<file path="config.mk">
export PLATFORM = sky130hd
export DESIGN_NAME = mux_rr_arbiter
export DESIGN_NICKNAME = d
export VERILOG_FILES = /design/src/rtl/mux_rr_arbiter.sv
export SDC_FILE = /design/constraint.sdc
export NUM_CORES = 1
export LEC_CHECK = 0
export ABC_AREA = 1
export BUFFER_PORTS_ARGS = -buffer_cell sky130_fd_sc_hd__buf_2
export CORE_ASPECT_RATIO = 0.6
export CORE_MARGIN = 10
export CORE_UTILIZATION = 35
export CTS_CLUSTER_DIAMETER = 50
export DETAILED_ROUTE_END_ITERATION = 7
export SLEW_MARGIN = 20
export SYNTH_ARGS = -nofsm -noshare
export SYNTH_HDL_FRONTEND = slang
export SYNTH_SLANG_ARGS = --single-unit
</file>
<file path="constraint.sdc">
create_clock -name clk -period 2.3 [get_ports clk]
set_clock_uncertainty 0.05 [all_clocks]
set_input_delay 0.115 -clock clk [delete_from_list [all_inputs] [get_ports clk]]
set_output_delay 0.115 -clock clk [all_outputs]
set_load 0.005 [all_outputs]
</file>
<file path="src/rtl/mux_rr_arbiter.sv">
// Round-robin arbiter sharing a 4:1 bit mux between four requesters, with a
// bounded hold time per grant so a busy requester cannot starve the others.

module mux_st (
   input  logic [3:0] in,
   input  logic [1:0] sel,
   output logic       out
);
   assign out = in[sel];
endmodule

// state | meaning
// ------+---------------------------------------------------------------
// IDLE  | no owner; gnt=0, out_valid=0, sel keeps last owner
// GRANT | one owner in gnt/sel; hold_cnt counts cycles of this grant
module mux_rr_arbiter #(
   parameter int unsigned MAX_HOLD = 8
) (
   input  logic       clk,
   input  logic       rst_n,
   input  logic [3:0] req,
   input  logic [3:0] in,
   output logic [3:0] gnt,
   output logic [1:0] sel,
   output logic       out_valid,
   output logic       out
);
   localparam int HW = $clog2(MAX_HOLD + 1);
   localparam logic [HW-1:0] HOLD_LAST = HW'(MAX_HOLD - 1);

   localparam logic [0:0] ST_IDLE  = 1'b0;
   localparam logic [0:0] ST_GRANT = 1'b1;

   logic [0:0]    state;
   logic [1:0]    ptr;
   logic [HW-1:0] hold_cnt;

   logic          any_req;
   logic          release_now;
   logic [1:0]    search_base;
   logic [1:0]    pick_idx;
   logic [1:0]    cand;
   logic          mux_out;

   assign any_req     = |req;
   assign release_now = (state == ST_GRANT) && (!req[sel] || (hold_cnt == HOLD_LAST));
   // On release the search already starts after the outgoing owner.
   assign search_base = release_now ? (sel + 2'd1) : ptr;

   always_comb begin
      pick_idx = search_base;
      cand     = search_base;
      for (int k = 3; k >= 0; k--) begin
         cand = search_base + 2'(k);
         if (req[cand]) pick_idx = cand;
      end
   end

   always_ff @(posedge clk or negedge rst_n) begin
      if (!rst_n) begin
         state     <= ST_IDLE;
         gnt       <= 4'b0000;
         sel       <= 2'd0;
         out_valid <= 1'b0;
         ptr       <= 2'd0;
         hold_cnt  <= '0;
      end else begin
         case (state)
            ST_IDLE: begin
               if (any_req) begin
                  state     <= ST_GRANT;
                  gnt       <= 4'b0001 << pick_idx;
                  sel       <= pick_idx;
                  out_valid <= 1'b1;
                  hold_cnt  <= '0;
               end
            end
            ST_GRANT: begin
               if (release_now) begin
                  ptr <= sel + 2'd1;
                  if (any_req) begin
                     gnt       <= 4'b0001 << pick_idx;
                     sel       <= pick_idx;
                     out_valid <= 1'b1;
                     hold_cnt  <= '0;
                  end else begin
                     state     <= ST_IDLE;
                     gnt       <= 4'b0000;
                     out_valid <= 1'b0;
                     hold_cnt  <= '0;
                  end
               end else begin
                  hold_cnt <= hold_cnt + HW'(1);
               end
            end
            default: begin
               state     <= ST_IDLE;
               gnt       <= 4'b0000;
               out_valid <= 1'b0;
               hold_cnt  <= '0;
            end
         endcase
      end
   end

   mux_st u_mux (
      .in  (in),
      .sel (sel),
      .out (mux_out)
   );

   assign out = mux_out & out_valid;

endmodule
</file>
==> flow_metrics.py <==
metrics = {
    "power_and_ir_drop": {
        "powerDensity_nw_per_um2": 1834,
        "ir_worst_vdd_mv": 0.8449,
        "leakage_nw": 0.6690,
        "fin_total_pwr_mw": 2.171,
    },
    "final_layout": {
        "fin_nets": 174,
        "final_cell_mix": "nand2_1 (40), inv_1 (21), buf_2 (17)",
        "drive_gt1_frac": 0.2795,
        "fillers": 271,
        "final_util": 0.4505,
        "final_area_um2": 1184,
        "syn_to_final_growth_pct": 17.08,
        "antenna_cells": 0,
        "final_common_cell": "nand2_1",
    },
    "clock_network": {
        "clkLatencyLatePin_ns": 0.25,
        "ctsHtreeMaxLevel": 1,
        "tritoncts": "built",
        "cts_sinks": 14,
        "cts_root_buf": "clkbuf_8",
        "postCtsSetupBuffers": 0,
        "clkTransAtPathRegs_ns": 0.06,
        "clk_path_buf_depth": 2,
        "cts-buffers-inserted": 3,
    },
    "timing": {
        "rsz0062_at_grt": "false",
        "maxClockFrequency_ghz": 0.4852,
        "timing.final.crit_share": 0.8961,
        "fin_crit_ns": 2.061,
        "setup_viol": 0,
        "setup_tns_ns": 0,
        "relSlewSlack": 0.6075,
        "setup_ws_ns": 0.2391,
        "tightestPinTransition_ns": 0.5833,
        "finalHoldViolations": 0,
        "slew_violations": 0,
    },
    "yosys": {
        "syn_nets": 151,
        "yosys.area_share.adder": 0.01238,
        "syn_inst": 140,
        "yosys_warnings": 0,
        "ys_seq_area_frac": 0.3465,
        "synth_top_area_frac": 0.3465,
        "ys_seq_elements": 14,
        "synth_top_area_cell": "dfrtp_1",
        "synth_area_um2": 1011,
        "synth_cell_types": 22,
        "synth-xor-area-share": 0.02599,
        "synth_compound_area_frac": 0.05941,
        "synth-simple-area-share": 0.4604,
        "synth_top_family_by_area": "simple AND/OR/NAND/NOR gates",
        "syn_area_per_cell_um2": 7.221,
        "synthMuxAreaShare": 0,
        "yosys-top-cells-area": "dfrtp_1 (35%), nand2_1 (15%), inv_1 (7.8%), nand2_2 (7.4%), nand3_1 (7.4%)",
    },
    "placed_design": {
        "port-buffer-count": 17,
        "placed_area_um2": 1132,
        "pre_cts_ws_ns": 0.2482,
        "place.gp.congestion": 0.7685,
        "dp_hpwl_um": 1899,
    },
    "critical_path": {
        "worstSetupStartpointType": "register",
        "critPathRequiredTime_ns": 2.39,
        "setup.worst_path.start": "hold_cnt[0]",
        "critical_path.max_fanout": 5,
        "r2r_start": "hold_cnt[0]",
        "critPathCapture": "gnt[1]",
        "arrival_ns": 2.15,
        "crit_type": "register to register",
        "r2r_slack_ns": 0.24,
        "worst_r2r_endpoint": "gnt[1]",
        "rr_worst_depth": 16,
        "endpoint_kind": "register",
    },
    "detailed_routing": {
        "vias_per_cell": 4.782,
        "drtPass1Iterations": 4,
        "drtIter0Drc": 21,
        "vias": 923,
        "post-route-drc-count": 0,
        "wire_per_inst_um": 12.01,
        "final_antenna_net_count": 0,
        "routed_wl_um": 2317,
    },
    "job": {
        "cap_violations": 0,
    },
    "min_path": {
        "min_path_type": "input pin to register",
    },
    "status": {
        "status": "complete, no violations",
    },
    "die": {
        "core.rowCount": 14,
        "die_x_um": 89.39,
        "die_area_um2": 5509,
        "die_h_um": 61.63,
        "core_area_um2": 2628,
        "initial_core_util": 0.3848,
        "ioPinCount": 18,
    },
    "grt": {
        "grt_use_total": 0.09342,
        "grt_overflow_total": 0,
        "grt_antenna_before_repair": 0,
        "grt_first_pass_wirelength_um": 3974,
        "grt_max_degree": 15,
        "grt_pass1_vias": 885,
    },
}
==> cell usage after synthesis (all sizes together) <==
library cell and count:
a21oi 2, xnor2 2, o21a 1, o21ai 5, nand3b 1, xor2 1
nand3 20, nand4 1, nor2 7, nor4 1, o21bai 1, inv 22
nand2 57, buf 1, dfrtp 14, and2 2, ha 1, o22ai 1
==> worst min-delay path by stage <==
stage,from,end,slack [ns],cells after the start
global placement,rst_n,gnt[3],-0.02,1
global route,req[0],state,0.12,3
floorplan,rst_n,gnt[0],-0.23,0
finish,req[2],state,0.10,3
CTS,req[2],state,0.09,3
detailed placement,rst_n,gnt[0],-0.01,1
==> registers in the layout, indices dropped and copies added (netlist names) <==
signal and count:
gnt 4, hold_cnt 4, out_valid 1, sel 2, ptr 2, state 1
==> per-stage QoR <==
stage	hold WS, ns	instances
after floorplan	-0.2306	140
after global placement	-0.01675	189
after detailed placement	-0.01276	189
after CTS	0.09412	193
after global routing	0.1230	193
final	0.1028	193
==> critical path: stages, from the launching register on <==
cell and delay, ns:
dfrtp_1 0.40, ha_1 0.24, nand2_1 0.14, nand2_4 0.09
nand2_4 0.10, nand2_2 0.07, nand2_2 0.11, nand2_1 0.08
nand2_1 0.09, nand2_1 0.07, and2_1 0.13, nand2_1 0.06
nand2_1 0.05, nand2_2 0.10, inv_1 0.05, nand3_1 0.06
nand2_1 0.05
==> per-layer routing <==
layer,GRT usage,part of all wire,vias up
li1,-,-,481
met3,0.04348,0.054,4
met2,0.1452,0.46,9
met4,0.04279,0.014,0
met1,0.1087,0.47,429
met5,0,0,-
==> cells by family after synthesis <==
group | Yosys count
DFF | 14
xor gates and xnor gates | 3
buffers and inverters | 23
AOI/OAI and AO/OA | 10
adders and majority gates | 1
and+or+nand+nor | 89
==> where the power goes <==
group / internal (mW) / switching, mW / total (mW) / leakage, nW
Combinational: 0.562 / 0.974 / 1.54 / 0.474
Clock: 0.116 / 0.0869 / 0.203 / 0.0216
Sequential: 0.352 / 0.0813 / 0.433 / 0.173
==> final cells by class <==
cell class	count	area, µm²	share of cell area
multi-input combinational	103	564.3	0.4767
sequential	14	350.3	0.2960
timing repair buffer	19	102.6	0.08668
inverter	22	85.08	0.07188
clock buffer	3	41.29	0.03488
tap	32	40.04	0.03383
==> what timing repair did <==
item | 4_1_cts | 5_1_grt
resized for setup | 0 | 0
endpoints found under the hold margin | 14 | 0
hold buffers | 1 | 0
Power figures use the tool's default switching activity.
